`src/rtl/ddr3_rx_bitslip_trainer.sv`:
```
// Read-path word aligner: bit-slips the input deserializer, then steps the input delay line one
// tap at a time, until TRAIN_PATTERN is seen MATCH_COUNT times in a row.
module ddr3_rx_bitslip_trainer #(
   parameter logic [7:0]  TRAIN_PATTERN = 8'hB8,
   parameter int unsigned SETTLE_CYCLES = 4,
   parameter int unsigned MATCH_COUNT   = 16,
   parameter int unsigned MAX_TAPS      = 127
) (
   input  logic       fab_clk_i,
   input  logic       arst_ni,
   input  logic       start_i,
   input  logic [7:0] rx_data_i,
   input  logic       delay_line_out_of_range_i,
   output logic       rx_bit_slip_o,
   output logic       delay_line_load_o,
   output logic       delay_line_move_o,
   output logic       delay_line_direction_o,
   output logic       busy_o,
   output logic       locked_o,
   output logic       fail_o,
   output logic [2:0] slip_cnt_o,
   output logic [7:0] tap_cnt_o
);

   localparam int unsigned MatchW  = $clog2(MATCH_COUNT + 1);
   localparam int unsigned SettleW = $clog2(SETTLE_CYCLES + 1);
   localparam logic [MatchW-1:0]  MatchLast  = MatchW'(MATCH_COUNT - 1);
   localparam logic [SettleW-1:0] SettleLast = SettleW'(SETTLE_CYCLES - 1);
   localparam logic [7:0]         TapMax     = 8'(MAX_TAPS);

   typedef enum logic [2:0] {
      StIdle, StLoad, StSettle, StCheck, StSlip, StMove, StLocked, StFail
   } state_e;

   state_e              state_q, state_d;
   logic [1:0]          rst_sync_q;
   logic                rst_int_n;
   logic [SettleW-1:0]  settle_q, settle_d;
   logic [MatchW-1:0]   match_q, match_d;
   logic [2:0]          slip_q, slip_d;
   logic [7:0]          tap_q, tap_d;
   logic                slip_pulse_q, slip_pulse_d, load_q, load_d, move_q, move_d;
   logic                dir_q, dir_d, busy_q, busy_d, locked_q, locked_d, fail_q, fail_d;
   logic                match;

   // Assertion is immediate; release takes two clock edges to propagate.
   always_ff @(posedge fab_clk_i or negedge arst_ni) begin
      if (!arst_ni) rst_sync_q <= 2'b00;
      else          rst_sync_q <= {rst_sync_q[0], 1'b1};
   end
   assign rst_int_n = rst_sync_q[1];

   assign match = (rx_data_i == TRAIN_PATTERN);

   always_ff @(posedge fab_clk_i or negedge rst_int_n) begin
      if (!rst_int_n) state_q <= StIdle;
      else            state_q <= state_d;
   end

   always_comb begin
      state_d = state_q;
      case (state_q)
         StIdle:   if (start_i) state_d = StLoad;
         StLoad:   state_d = StSettle;
         StSettle: if (settle_q == SettleLast) state_d = StCheck;
         StCheck: begin
            if (match) begin
               if (match_q == MatchLast) state_d = StLocked;
            end else if (slip_q == 3'd7) begin
               state_d = StMove;
            end else begin
               state_d = StSlip;
            end
         end
         StSlip:   state_d = StSettle;
         // move_q low means the step was refused on entry to StMove.
         StMove:   state_d = move_q ? StSettle : StFail;
         StLocked: if (start_i) state_d = StLoad;
         StFail:   if (start_i) state_d = StLoad;
         default:  state_d = StIdle;
      endcase
   end

   always_comb begin
      slip_pulse_d = (state_d == StSlip);
      load_d       = (state_d == StLoad);
      move_d       = (state_q == StCheck) && (state_d == StMove) &&
                     !delay_line_out_of_range_i && (tap_q != TapMax);
      dir_d        = (state_d != StIdle);
      busy_d       = state_d inside {StLoad, StSettle, StCheck, StSlip, StMove};
      locked_d     = (state_d == StLocked);
      fail_d       = (state_d == StFail);
   end

   always_comb begin
      settle_d = '0;
      match_d  = match_q;
      slip_d   = slip_q;
      tap_d    = tap_q;
      if (state_q == StSettle) begin
         settle_d = settle_q + 1'b1;
         match_d  = '0;
      end
      if (state_q == StCheck && match) match_d = match_q + 1'b1;
      if (state_d == StLoad) begin
         slip_d = '0;
         tap_d  = '0;
      end
      if (state_q == StCheck && state_d == StSlip) slip_d = slip_q + 1'b1;
      if (move_d) begin
         tap_d  = tap_q + 1'b1;
         slip_d = '0;
      end
   end

   always_ff @(posedge fab_clk_i or negedge rst_int_n) begin
      if (!rst_int_n) begin
         settle_q     <= '0;
         match_q      <= '0;
         slip_q       <= '0;
         tap_q        <= '0;
         slip_pulse_q <= 1'b0;
         load_q       <= 1'b0;
         move_q       <= 1'b0;
         dir_q        <= 1'b0;
         busy_q       <= 1'b0;
         locked_q     <= 1'b0;
         fail_q       <= 1'b0;
      end else begin
         settle_q     <= settle_d;
         match_q      <= match_d;
         slip_q       <= slip_d;
         tap_q        <= tap_d;
         slip_pulse_q <= slip_pulse_d;
         load_q       <= load_d;
         move_q       <= move_d;
         dir_q        <= dir_d;
         busy_q       <= busy_d;
         locked_q     <= locked_d;
         fail_q       <= fail_d;
      end
   end

   assign rx_bit_slip_o          = slip_pulse_q;
   assign delay_line_load_o      = load_q;
   assign delay_line_move_o      = move_q;
   assign delay_line_direction_o = dir_q;
   assign busy_o                 = busy_q;
   assign locked_o               = locked_q;
   assign fail_o                 = fail_q;
   assign slip_cnt_o             = slip_q;
   assign tap_cnt_o              = tap_q;

endmodule

```
`config.mk`:
```
export PLATFORM = sky130hd
export DESIGN_NAME = ddr3_rx_bitslip_trainer
export DESIGN_NICKNAME = d
export VERILOG_FILES = /design/src/rtl/ddr3_rx_bitslip_trainer.sv
export SDC_FILE = /design/constraint.sdc
export NUM_CORES = 1
export LEC_CHECK = 0
export BUFFER_PORTS_ARGS = -buffer_cell sky130_fd_sc_hd__buf_4
export CORE_ASPECT_RATIO = 1.1
export CORE_MARGIN = 4
export CORE_UTILIZATION = 40
export CTS_CLUSTER_SIZE = 10
export DETAILED_ROUTE_END_ITERATION = 7
export GPL_TIMING_DRIVEN = 0
export HOLD_SLACK_MARGIN = 0.1
export PLACE_DENSITY_LB_ADDON = 0.08
export RECOVER_POWER = 25
export SYNTH_ARGS = -nofsm -noshare
export SYNTH_HDL_FRONTEND = slang
export SYNTH_SLANG_ARGS = --single-unit
```
`constraint.sdc`:
```
create_clock -name fab_clk_i -period 2.4 [get_ports fab_clk_i]
set_clock_uncertainty 0.1 [all_clocks]
set_input_delay 0.36 -clock fab_clk_i [delete_from_list [all_inputs] [get_ports fab_clk_i]]
set_output_delay 0.36 -clock fab_clk_i [all_outputs]
set_load 0.05 [all_outputs]
```
After elaboration in Yosys (flattened, before gate mapping)
Index checks and enable logic that the tools add are counted.
{"block": "word_totals", "reg_bits": 31, "inputBits": 12, "out_inout_bits": 18, "elab_cells": 65}
{"block": "classes", "addsub": 4, "eq_ne": 19, "muxes": 15, "reduce_logical": 14}
{"operator": "$eq A3 B3 Y1 const B", "count": 9}
{"operator": "$mux W3", "count": 9}
{"operator": "$mux W8", "count": 2}
{"operator": "$eq A3 B2 Y1 const B", "count": 5}
{"operator": "$pmux W3 S5", "count": 1}
{"operator": "$mux W5", "count": 2}
{"operator": "$add A8 B1 Y8 const B", "count": 1}
{"operator": "$eq A8 B8 Y1 const B", "count": 1}
{"operator": "$ne A8 B7 Y1 const B", "count": 1}
{"operator": "$add A3 B1 Y3 const B", "count": 2}
{"operator": "$eq A3 B1 Y1 const B", "count": 2}
{"operator": "$reduce_bool A3 Y1", "count": 2}
{"operator": "$add A5 B1 Y5 const B", "count": 1}
{"operator": "$eq A5 B4 Y1 const B", "count": 1}
{"operator": "$logic_and A1 B1 Y1", "count": 5}
{"operator": "$reduce_bool A5 Y1", "count": 1}
{"operator": "$reduce_bool A2 Y1", "count": 2}
{"operator": "$logic_not A3 Y1", "count": 1}
{"operator": "$reduce_or A3 Y1", "count": 1}
{"operator": "$reduce_or A2 Y1", "count": 1}
{"operator": "$logic_not A1 Y1", "count": 1}
{"operator": "$mux W1", "count": 1}

Longest topological paths before layout
Gate-level depths: netlist (run 1).
{"block": "logic_depth", "ltp_word": 9, "depth_mapped": 9, "mapped_depth_nobuf": 9}

Worst setup path before layout (run 1)
No wires, ideal clock.
{"block": "synth_path", "path_type": "flip-flop to flip-flop", "startpoint": "reg match_q[0]", "endpoint": "reg tap_q[7], in the netlist tap_cnt_o[7]", "setup_ps": 124, "t_arrival_ps": 2359, "required_ps": 2176, "path_slack_ps": -183, "stages_incl_launch_ff": 10, "period_less_slack_ps": 2583, "path_cell_list": "dfrtp_1 > ha_1 > and3_1 > ha_1 > and2b_2 > o21a_1 > o31ai_2 > nor2_2 > or2_4 > a211o_1"}
{"block": "synth_via", "elab_chain_cells": 9, "elab_cells_between_ends": 11, "classes_between": "eq/ne (3); mux (4); reduce/logical (4)"}
{"element": "from (decl)", "line": "39", "text": "logic [MatchW-1:0] match_q, match_d;"}
{"element": "from (signal assigned)", "line": "131", "text": "match_q <= match_d;"}
{"element": "$eq A5 B4 Y1 (*)", "line": "68", "text": "if (match_q == MatchLast) state_d = StLocked;"}
{"element": "$mux W3 (*)", "line": "68"}
{"element": "$mux W3 (*)", "line": "67", "text": "if (match) begin"}
{"element": "$pmux W3 S5 (*)", "line": "62", "text": "case (state_q)"}
{"element": "$eq A3 B3 Y1", "line": "87", "text": "move_d = (state_q == StCheck) && (state_d == StMove) &&"}
{"element": "$logic_and A1 B1 Y1 (2 in a row)", "line": "87"}
{"element": "$logic_and A1 B1 Y1", "line": "88", "text": "!delay_line_out_of_range_i && (tap_q != TapMax);"}
{"element": "$mux W8 or $reduce_bool A2 Y1 (tied branches)"}
{"element": "to (signal assigned)", "line": "133", "text": "tap_q <= tap_d;"}
{"element": "to (decl)", "line": "41", "text": "logic [7:0] tap_q, tap_d;"}
Every way passes the cells marked *; elsewhere a longest branch is shown, timed or not.
A chain may end at the register's enable or synchronous reset.

Final worst setup path (run 1)
{"block": "layout_path", "startpoint": "reg match_q[1]", "endpoint": "reg tap_q[3], in the netlist tap_cnt_o[3]"}
Same word-level chain as after synthesis.

==> Implementation_results.wiki, run 1 <==
{| class="wikitable"
! Metric !! Value
|-
| Hold path startpoint || rst_sync_q[0]
|-
| Overall routed net length || 3360 um
|-
| Worst flop-to-flop path endpoint || tap_cnt_o[3]
|-
| FP Rows || 23
|-
| Final routed DRC violation total || 0
|-
| Effective utilization at floorplan || 0.419
|-
| Ant diodes || 0
|-
| Final critical-path required period || 2.39 ns
|-
| Final-stage net count || 215
|-
| Total Power Consumption || 2150 uW
|-
| Total GRT Usage || 0.154
|-
| Mean routed wirelength per cell || 13.6 um
|-
| Path class of the lowest-slack min-delay path || reg2reg
|-
| Number of buffers on the longest clock path || 2
|-
| H-Tree Depth || 2
|-
| Via-per-instance ratio || 5.12
|-
| Share of flip-flops with an asynchronous set or reset after synthesis || 1.00
|-
| Area of the mapped netlist || 1540 um2
|-
| Number of flops mapped to enable cells by yosys || 0
|-
| Post-layout util || 0.543
|-
| Highest net fanout along the worst path || 5
|-
| TritonCTS sink count || 31
|-
| Clock edge transition at the registers on the reported setup and hold paths || 0.07 ns
|-
| DIE HEIGHT || 73.1 um
|-
| Half-perimeter wire length after detailed placement || 2410 um
|-
| Cell area after placement || 1850 um2
|-
| Slew @ Worst Pin || 1.16 ns
|-
| Max-cap viol count || 0
|-
| Antenna violations before repair || 0
|-
| Floorplan die width || 67.2 um
|-
| Number of different library cells in the post-synthesis netlist || 45
|-
| Destination of the worst hold path || rst_sync_q[1]
|-
| Source of the worst register-to-register timing path || match_q[1]
|-
| Switching portion of total power || 0.449
|-
| Post-Synthesis Net Count || 168
|-
| Overflow left after global routing || 0
|-
| Number of global-route vias before repair || 1,261
|-
| Cell internal power dissipation || 1190 uW
|-
| Antenna Nets Post-Route || 0
|-
| Final hold viol count || 0
|-
| Setup repair after global routing missed its margin || yes
|-
| Synth Flop Type || dfrtp_1
|-
| Setup slack, reg-to-reg || 0.005 ns
|-
| Element type at the critical path start || register
|-
| Maximum number of pins on one net before global-route repair || 30
|-
| CTS tree || built
|-
| First-pass GRT wire length || 5640 um
|-
| Share of the clock period used by the worst path after layout || 0.998
|-
| Leak pwr || 0.000916 uW
|-
| Area of the die || 4920 um2
|-
| Number of warnings printed during yosys synthesis || 0
|-
| Achievable frequency || 418 MHz
|-
| Maximum vdd ir drop || 0.626 mV
|-
| Multi-input logic area || 752 um2
|-
| Root buf cell || clkbuf_8
|-
| Sequential fraction of design power || 0.333
|-
| Clock latency of the later-clocked register in the worst-skew pair || 0.29 ns
|-
| Worst Reg2Reg Path Length in Cells || 9
|-
| Placeable Area || 3680 um2
|-
| Proportion of power drawn by combinational gates || 0.480
|-
| Cell Pwr Density || 1080 nW/um2
|-
| Initial DRT Pass Iterations || 4
|-
| Remaining max-slew budget at the tightest pin || 0.228
|-
| Final Wtd Congestion || 0.821
|-
| Cells along the critical path || ha_2 > and3_4 > ha_4 > and2b_2 > o21a_4 > o31ai_4 > nor2_4 > or2_4 > a211o_1
|-
| Worst stage delay on the critical path || 0.39 ns
|-
| Final setup vio count || 0
|-
| Combined flip-flop and latch cell area || 776 um2
|-
| Share of the yosys chip area belonging to registers || 0.503
|-
| Filler instances || 379
|-
| Number of vias in the routed layout || 1,264
|-
| Layout cells sized above 1 || 0.284
|-
| Number of buffers created by CTS || 5
|-
| Kind of critical path || reg2reg
|-
| Number of I/O port buffers || 29
|-
| First DRT Iteration DRCs || 28
|-
| Avg Synthesized Cell Area || 10.4 um2
|-
| Critical path capture point type || register
|-
| Final Slew Violations || 0
|-
| Worst endpoint data arrival time || 2.47 ns
|-
| Total net switching power || 966 uW
|-
| Number of top-level pins || 30
|-
| Count of state elements after synthesis || 31
|-
| Hold path cells || 0
|-
| Proportion of power drawn by the clock network || 0.187
|-
| Layout-stage area growth over the synthesis result || 29.7%
|-
| Status || finished, final reports clean
|-
| Cell with the biggest individual delay on the critical path || dfrtp_1
|-
| CP Data Required Time || 2.47 ns
|-
| Post-route cell area || 2000 um2
|-
| Post-Syn Instances || 149
|}
## critical path, delay by kind of cell, from the launching register on
| family | cells | cell delay [ns] |
|---|---|---|
| and+or+nand+nor | 4 | 0.72 |
| adders and majority gates | 2 | 0.33 |
| AOI/OAI and AO/OA | 3 | 0.73 |
| DFF | 1 | 0.39 |
## timing repair
item                                   4_1_cts  5_1_grt
gates resized for setup                      5        1
pin swaps                                   10        6
endpoints found under the hold margin        2        0
setup buffers                                7        3
setup endpoints to repair                    7        9
hold buffers                                 1        0
## final cells by class
type,count,area share
clock buffers,6,0.0363
inverters,11,0.0206
repair buffers,40,0.131
well taps,50,0.0313
multi-input cells,105,0.376
flip-flops and latches,31,0.388
plain buffers,2,0.0113
clock inverters,2,0.00625
## cell usage in the layout (no fill, tap or decap), types with 2 or more instances in the layout
cell type / Yosys / layout
inv_1: 11 / 11
o31ai_1: 2 / 2
nor3_1: 2 / 2
clkbuf_8: 0 / 5
o21ai_0: 10 / 10
a21oi_1: 2 / 2
buf_6: 2 / 3
buf_4: 0 / 26
nand3_1: 7 / 7
clkbuf_1: 0 / 13
nor2_1: 16 / 16
and2b_2: 3 / 2
nand2_1: 14 / 14
ha_1: 7 / 5
o31ai_4: 1 / 2
nor4_1: 4 / 4
o31a_1: 2 / 2
a211o_1: 3 / 3
dfrtp_1: 31 / 31
## routing by layer
metal / global-route usage / part of all wire / routed length (um) / vias to the layer above
met5: 0 / 0 / 0 / -
met1: 0.175 / 0.42 / 1400 / 614
li1: - / - / - / 624
met2: 0.269 / 0.53 / 1800 / 21
met3: 0.0431 / 0.035 / 118 / 5
met4: 0.0608 / 0.015 / 52 / 0
## cells by family (layout without fill, tap and decap cells)
group,Yosys count,after routing,synth area share
AO/OA/AOI/OAI,33,33,0.165
XOR/XNOR,1,1,0.00568
adder cells (fa/ha/maj),7,7,0.0568
buffers and inverters,13,61,0.0414
flip-flops,31,31,0.503
multiplexers,2,2,0.0138
other,1,1,0.00243
AND/OR/NAND/NOR,61,61,0.212
## state kept, by name (all words and copies together) (netlist names)
| signal | flops |
|---|---|
| tap_cnt_o | 8 |
| state_q | 3 |
| delay_line_load_o | 1 |
| fail_o | 1 |
| busy_o | 1 |
| match_q | 5 |
| settle_q | 3 |
| rx_bit_slip_o | 1 |
| rst_sync_q | 2 |
| delay_line_direction_o | 1 |
| delay_line_move_o | 1 |
| locked_o | 1 |
| slip_cnt_o | 3 |
## power by group through the flow
stage                     clock network (uW)  logic [uW]  registers, uW
after CTS                                415        1070            720
after global placement                     0         983            721
after detailed placement                   0         995            729
after global routing                     441        1120            731
after floorplan                            0         515            944
final                                    403        1030            716
## worst max path at each step
stage	slack, ns	cells past startpoint	start	to
6_report	0.005	9	match_q[1]	tap_cnt_o[3]
5_1_grt	-0.07	9	match_q[1]	tap_cnt_o[3]
4_1_cts	-0.06	9	match_q[1]	tap_cnt_o[3]
3_5_place_dp	-0.25	7	rx_data_i[2]	tap_cnt_o[3]
3_3_place_gp	-0.23	7	rx_data_i[2]	tap_cnt_o[6]
2_1_floorplan	0.0005	7	rx_data_i[2]	tap_cnt_o[5]
## metrics by stage
step	hold WS (ns)	setup slack, ns	std cells	setup TNS, ns
after global routing	0.270	-0.0713	247	-0.357
after detailed placement	0.0427	-0.251	228	-1.85
final	0.258	0.00513	247	0
after CTS	0.263	-0.0641	244	-0.275
after global placement	0.0418	-0.226	228	-1.66
after floorplan	-0.0356	0.000540	149	0
## cell usage after synthesis (2+ instances only)
cell type	number	area [um2]
o21ai_0	10	50.1
a21oi_1	2	10.0
nor2_1	16	60.1
nand3_1	7	35.0
nor3_1	2	10.0
o21a_1	2	15.0
dfrtp_1	31	776
nand2_1	14	52.6
buf_6	2	22.5
o31ai_2	2	25.0
and2b_2	3	26.3
ha_1	7	87.6
o31a_1	2	17.5
inv_1	11	41.3
nor4_1	4	25.0
o31ai_1	2	15.0
nor2_2	2	12.5
a211o_1	3	26.3
(Power assumes the default switching activity.)
==> inputs of run 2 (changes only) <==
--- a/config.mk
+++ b/config.mk
@@ -13,7 +13,7 @@
 export DETAILED_ROUTE_END_ITERATION = 7
 export GPL_TIMING_DRIVEN = 0
 export HOLD_SLACK_MARGIN = 0.1
-export PLACE_DENSITY_LB_ADDON = 0.08
+export PLACE_DENSITY_LB_ADDON = 0.15
 export RECOVER_POWER = 25
 export SYNTH_ARGS = -nofsm -noshare
 export SYNTH_HDL_FRONTEND = slang
==> Implementation_results.wiki, run 2 (synthesis gave the netlist of run 1 again) <==
{| class="wikitable"
! Metric !! Value
|-
| Highest net fanout along the worst path || 5 (unchanged)
|-
| Antenna Nets Post-Route || 0 (unchanged)
|-
| Post-layout worst setup margin || 0.0351 ns (+0.0299 ns)
|-
| Setup repair after global routing missed its margin || yes
|-
| Worst stage delay on the critical path || 0.38 ns (about the same)
|-
| Kind of critical path || reg2reg
|-
| Layout cells sized above 1 || 0.274 (-0.0102)
|-
| Number of global-route vias before repair || 1,292 (+2.5%)
|-
| Top library cells by usage in the layout, fill and taps aside || dfrtp_1 (31), buf_4 (26), nor2_1 (16), clkbuf_1 (15), nand2_1 (14)
|-
| Worst flop-to-flop path endpoint || tap_cnt_o[0]
|-
| TritonCTS sink count || 31 (unchanged)
|-
| First-pass GRT wire length || 5590 um (-0.97%)
|-
| Hold path startpoint || rst_sync_q[0]
|-
| CTS tree || built
|-
| Number of top-level pins || 30 (unchanged)
|-
| Number of vias in the routed layout || 1,256 (-0.63%)
|-
| Overflow left after global routing || 0 (unchanged)
|-
| Effective utilization at floorplan || 0.419 (unchanged)
|-
| Remaining max-slew budget at the tightest pin || 0.242 (+0.0142)
|-
| Initial DRT Pass Iterations || 4 (unchanged)
|-
| Mean routed wirelength per cell || 13.3 um (-2.1%)
|-
| Slew @ Worst Pin || 1.14 ns (-0.0212 ns)
|-
| Number of I/O port buffers || 29 (unchanged)
|-
| Worst Reg2Reg Path Length in Cells || 9 (unchanged)
|-
| Final Slew Violations || 0 (unchanged)
|-
| Final-layout setup total negative slack || 0 ns (unchanged)
|-
| Number of flip-flops in the largest register || 8 (unchanged)
|-
| Ant diodes || 0 (unchanged)
|-
| Cell area after placement || 1850 um2 (unchanged)
|-
| Source of the worst register-to-register timing path || match_q[1]
|-
| Filler instances || 367 (-3.2%)
|-
| Setup slack, reg-to-reg || 0.04 ns (+0.03 ns)
|-
| Placement-stage worst setup slack || -0.200 ns (+0.0515 ns)
|-
| Number of buffers created by CTS || 5 (unchanged)
|-
| Leak pwr || 0.000913 uW (-0.34%)
|-
| Most common cell after layout, fill and taps aside || dfrtp_1
|-
| Area of the die || 4920 um2 (unchanged)
|-
| Hold WS || 0.252 ns (-0.00624 ns)
|-
| Root buf cell || clkbuf_8
|-
| Placeable Area || 3680 um2 (unchanged)
|-
| Maximum number of pins on one net before global-route repair || 30 (unchanged)
|-
| Final routed DRC violation total || 0 (unchanged)
|-
| Final hold viol count || 0 (unchanged)
|-
| Floorplan die width || 67.2 um (unchanged)
|-
| CP Data Required Time || 2.46 ns (about the same)
|-
| Number of buffers on the longest clock path || 2 (unchanged)
|-
| Layout-stage area growth over the synthesis result || 29.4%
|-
| Cells along the critical path || ha_2 > and3_4 > ha_4 > and2b_2 > o21a_4 > o31ai_4 > nor2_4 > or2_4 > mux2_4
|-
| Maximum vdd ir drop || 0.468 mV (-25%)
|-
| Hold path cells || 0 (unchanged)
|-
| Max-cap viol count || 0 (unchanged)
|-
| Final Wtd Congestion || 0.786 (-4.2%)
|-
| Cell Pwr Density || 1060 nW/um2 (-1.4%)
|-
| Post-route cell area || 2000 um2 (-0.19%)
|-
| Overall routed net length || 3290 um (-2.1%)
|-
| H-Tree Depth || 2 (unchanged)
|-
| Status || finished, final reports clean
|-
| Element type at the critical path start || register
|-
| FP Rows || 23 (unchanged)
|-
| DIE HEIGHT || 73.1 um (unchanged)
|-
| Cell with the biggest individual delay on the critical path || dfrtp_1
|-
| Destination of the worst hold path || rst_sync_q[1]
|-
| First DRT Iteration DRCs || 34 (+21%)
|-
| Half-perimeter wire length after detailed placement || 2380 um (-0.89%)
|-
| Final-stage net count || 215 (unchanged)
|-
| Antenna violations before repair || 0 (unchanged)
|-
| Total GRT Usage || 0.152 (-0.00235)
|-
| Clock latency of the later-clocked register in the worst-skew pair || 0.28 ns (about the same)
|-
| Path class of the lowest-slack min-delay path || reg2reg
|-
| Share of the clock period used by the worst path after layout || 0.985 (-0.0125)
|-
| Worst endpoint data arrival time || 2.43 ns (-0.04 ns)
|-
| Final critical-path required period || 2.36 ns (-0.0299 ns)
|-
| Critical path capture point type || register
|-
| Achievable frequency || 423 MHz (+1.3%)
|-
| Clock edge transition at the registers on the reported setup and hold paths || 0.06 ns (about the same)
|-
| Final setup vio count || 0 (unchanged)
|-
| Via-per-instance ratio || 5.09 (-0.63%)
|}
[run 2: through the flow]
| stage | util | total power (uW) | instances |
|---|---|---|---|
| after floorplan | - | 1460 | 149 |
| after global placement | 0.501 | 1700 | 228 |
| after detailed placement | 0.501 | 1720 | 228 |
| after CTS | 0.548 | 2180 | 244 |
| after global routing | 0.542 | 2260 | 247 |
| final | 0.542 | 2120 | 247 |
[run 2: area by class of cell]
type,count,area [um2],share of cell area
Inverter,11,41.3,0.0207
Timing Repair Buffer,40,254,0.127
Sequential cell,31,776,0.388
Tap cell,50,62.6,0.0313
Clock inverter,1,5.00,0.00251
Clock buffer,7,76.3,0.0382
Buffer,2,22.5,0.0113
Multi-Input combinational cell,105,759,0.380
[run 2: worst max-delay path, delay by kind of cell (launching register included)]
family                     cells  cell delay (ns)
DFF                            1             0.38
and+or+nand+nor                4             0.72
AOI/OAI and AO/OA              2             0.44
adders and majority gates      2             0.34
muxes                          1             0.26
[run 2: metal layers]
layer  share of wire  routed length [um]  global-route usage
met1            0.40                1320               0.162
met2            0.55                1800               0.279
met3           0.037                 121              0.0416
met4           0.015                  51              0.0541
met5               0                   0                   0
[run 2: power by group]
| part | internal (uW) | total (uW) | switching [uW] |
|---|---|---|---|
| Combinational | 345 | 1020 | 678 |
| Sequential | 632 | 716 | 84.0 |
| Clock | 203 | 378 | 175 |
[run 2: what timing repair did]
| item | in CTS | in global routing |
|---|---|---|
| endpoints found under the hold margin | 2 | 0 |
| pin swaps | 9 | 7 |
| setup endpoints to repair | 7 | 8 |
| hold buffers | 1 | 0 |
| setup buffers | 7 | 3 |
| resized for setup | 5 | 1 |
[run 2: worst max-delay path by stage]
| stage | slack [ns] | depth (start not counted) | end | startpoint |
|---|---|---|---|---|
| after floorplan | 0.0005 | 7 | tap_cnt_o[5] | rx_data_i[2] |
| after global placement | -0.20 | 7 | tap_cnt_o[6] | rx_data_i[2] |
| after detailed placement | -0.20 | 7 | tap_cnt_o[3] | rx_data_i[2] |
| after CTS | -0.04 | 9 | tap_cnt_o[0] | match_q[0] |
| after global routing | -0.02 | 9 | tap_cnt_o[3] | match_q[1] |
| final | 0.04 | 9 | tap_cnt_o[0] | match_q[1] |
==> inputs of run 3 (changes only) <==
==> constraint.sdc (replaced) <==
create_clock -name fab_clk_i -period 2.64 [get_ports fab_clk_i]
set_clock_uncertainty 0.1 [all_clocks]
set_input_delay 0.396 -clock fab_clk_i [delete_from_list [all_inputs] [get_ports fab_clk_i]]
set_output_delay 0.396 -clock fab_clk_i [all_outputs]
set_load 0.05 [all_outputs]
==> Implementation_results.wiki, run 3 (synthesis gave the netlist of run 1 again) <==
{| class="wikitable"
! Metric !! Value
|-
| FP Rows || 23 (unchanged)
|-
| Via-per-instance ratio || 5.10 (+0.35%)
|-
| Status || finished, final reports clean
|-
| Worst stage delay on the critical path || 0.55 ns (+0.17 ns)
|-
| Destination of the worst hold path || rst_sync_q[1]
|-
| Placeable Area || 3680 um2 (unchanged)
|-
| Maximum vdd ir drop || 0.396 mV (-15%)
|-
| Overall routed net length || 3220 um (-2.2%)
|-
| Cell Pwr Density || 998 nW/um2 (-5.9%)
|-
| Number of flip-flops in the largest register || 8 (unchanged)
|-
| Wire length on met3 || 91 um (-25%)
|-
| DIE HEIGHT || 73.1 um (unchanged)
|-
| Overflow left after global routing || 0 (unchanged)
|-
| Worst endpoint data arrival time || 2.63 ns (+0.20 ns)
|-
| Met1 Wirelength || 1310 um (-1.1%)
|-
| Ant diodes || 0 (unchanged)
|-
| Most common cell after layout, fill and taps aside || dfrtp_1
|-
| Worst flop-to-flop path endpoint || tap_cnt_o[5]
|-
| Final setup vio count || 0 (unchanged)
|-
| Area of the die || 4920 um2 (unchanged)
|-
| Number of buffers created by CTS || 5 (unchanged)
|-
| Half-perimeter wire length after detailed placement || 2320 um (-2.6%)
|-
| Worst Reg2Reg Path Length in Cells || 9 (unchanged)
|-
| Antenna Nets Post-Route || 0 (unchanged)
|-
| Path class of the lowest-slack min-delay path || reg2reg
|-
| Critical path capture point type || register
|-
| Clock edge transition at the registers on the reported setup and hold paths || 0.07 ns (about the same)
|-
| Max-cap viol count || 0 (unchanged)
|-
| Hold path startpoint || rst_sync_q[0]
|-
| Layout-stage area growth over the synthesis result || 27.2%
|-
| Element type at the critical path start || register
|-
| Final Slew Violations || 0 (unchanged)
|-
| Top library cells by usage in the layout, fill and taps aside || dfrtp_1 (31), buf_4 (19), nor2_1 (16), nand2_1 (14), clkbuf_1 (14)
|-
| Effective utilization at floorplan || 0.419 (unchanged)
|-
| Number of I/O port buffers || 29 (unchanged)
|-
| Kind of critical path || reg2reg
|-
| Placed insts || 228 (unchanged)
|-
| Floorplan die width || 67.2 um (unchanged)
|-
| Layout cells sized above 1 || 0.249 (-0.0254)
|-
| CTS tree || built
|-
| Final critical-path required period || 2.56 ns (+0.195 ns)
|-
| Highest net fanout along the worst path || 5 (unchanged)
|-
| First DRT Iteration DRCs || 55 (+62%)
|-
| Setup slack, reg-to-reg || 0.08 ns (+0.05 ns)
|-
| Remaining max-slew budget at the tightest pin || 0.233 (-0.00843)
|-
| Number of global-route vias before repair || 1,234 (-4.5%)
|-
| Achievable frequency || 391 MHz (-7.6%)
|-
| Cells along the critical path || ha_2 > and3_1 > ha_1 > or4_4 > o31ai_4 > o21ai_2 > buf_6 > o31a_1 > a31o_1
|-
| Total Power Consumption || 1960 uW (-7.5%)
|-
| Number of buffers on the longest clock path || 2 (unchanged)
|-
| Final hold viol count || 0 (unchanged)
|-
| H-Tree Depth || 2 (unchanged)
|-
| Clock latency of the later-clocked register in the worst-skew pair || 0.28 ns (about the same)
|-
| Cell with the biggest individual delay on the critical path || or4_4
|-
| Post-route cell area || 1960 um2 (-1.8%)
|-
| CP Data Required Time || 2.71 ns (+0.25 ns)
|-
| Highest Signal Layer || met4
|-
| Cell area after placement || 1820 um2 (-1.3%)
|-
| Antenna violations before repair || 0 (unchanged)
|-
| TritonCTS sink count || 31 (unchanged)
|-
| Routed met2 length || 1750 um (-2.6%)
|-
| Hold WS || 0.253 ns (+0.00172 ns)
|-
| Total GRT Usage || 0.144 (-0.00720)
|-
| Number of top-level pins || 30 (unchanged)
|-
| Final Wtd Congestion || 0.800 (+1.7%)
|-
| Mean routed wirelength per cell || 13.2 um (-0.61%)
|-
| Share of the clock period used by the worst path after layout || 0.970 (-0.0158)
|-
| Hold path cells || 0 (unchanged)
|-
| Final routed DRC violation total || 0 (unchanged)
|-
| Leak pwr || 0.000898 uW (-1.6%)
|-
| Initial DRT Pass Iterations || 4 (unchanged)
|-
| First-pass GRT wire length || 5320 um (-4.8%)
|-
| Number of vias in the routed layout || 1,240 (-1.3%)
|-
| Slew @ Worst Pin || 1.15 ns (+0.0126 ns)
|-
| Maximum number of pins on one net before global-route repair || 30 (unchanged)
|-
| Final-stage net count || 211 (-1.9%)
|-
| Non-Filler Instances || 243 (-1.6%)
|-
| Source of the worst register-to-register timing path || match_q[0]
|-
| Root buf cell || clkbuf_8
|}
## run 3: timing repair
action | in CTS | in global routing
resized for setup | 1 | 3
cloned | 0 | 1
hold buffers | 1 | 0
pin swaps | 2 | 2
endpoints found under the setup margin | 7 | 6
buffers inserted | 1 | 4
endpoints found under the hold margin | 2 | 0
## run 3: area by class of cell
class | instances | area [um2]
tap | 50 | 62.6
sequential | 31 | 776
inverter | 11 | 41.3
clock inverter | 1 | 7.51
fill | 385 | 1720
multi-input combinational | 105 | 726
clock buffer | 7 | 96.3
timing repair buffer | 36 | 230
buffer | 2 | 22.5
## run 3: worst max path at each step
| stage | start | to | slack, ns | cells after the start |
|---|---|---|---|---|
| 3_3_place_gp | match_q[0] | tap_cnt_o[6] | -0.18 | 9 |
| 2_1_floorplan | match_q[0] | tap_cnt_o[7] | 0.06 | 9 |
| 3_5_place_dp | match_q[0] | tap_cnt_o[6] | -0.20 | 9 |
| 6_report | match_q[0] | tap_cnt_o[5] | 0.08 | 9 |
| 4_1_cts | match_q[0] | tap_cnt_o[5] | 0.03 | 9 |
| 5_1_grt | match_q[0] | tap_cnt_o[5] | -0.007 | 9 |
## run 3: worst max-delay path, delay by kind of cell (launching register included)
| family | cells | cell delay, ns |
|---|---|---|
| AO/OA/AOI/OAI | 4 | 0.68 |
| adder cells (fa/ha/maj) | 2 | 0.39 |
| flip-flops | 1 | 0.39 |
| buffers and inverters | 1 | 0.16 |
| AND/OR/NAND/NOR | 2 | 0.74 |
## run 3: metrics by stage
step	utilization	TNS (ns)	worst slack (ns)
after detailed placement	0.495	-1.09	-0.202
final	0.533	0	0.0803
after floorplan	-	0	0.0575
after global placement	0.495	-0.978	-0.183
after CTS	0.530	0	0.0263
after global routing	0.533	-0.00673	-0.00673
## run 3: power breakdown
group	internal [uW]	leakage, uW	switching, uW
sequential	574	0.000408	73.9
combinational	293	0.000439	605
clock	237	0.0000505	176
total	1100	0.000898	855
## run 3: metal layers
layer  track usage  vias to the layer above
met2         0.258                       21
met4        0.0743                        0
met3        0.0324                        7
met1         0.157                      601
li1              -                      611
met5             0                        -
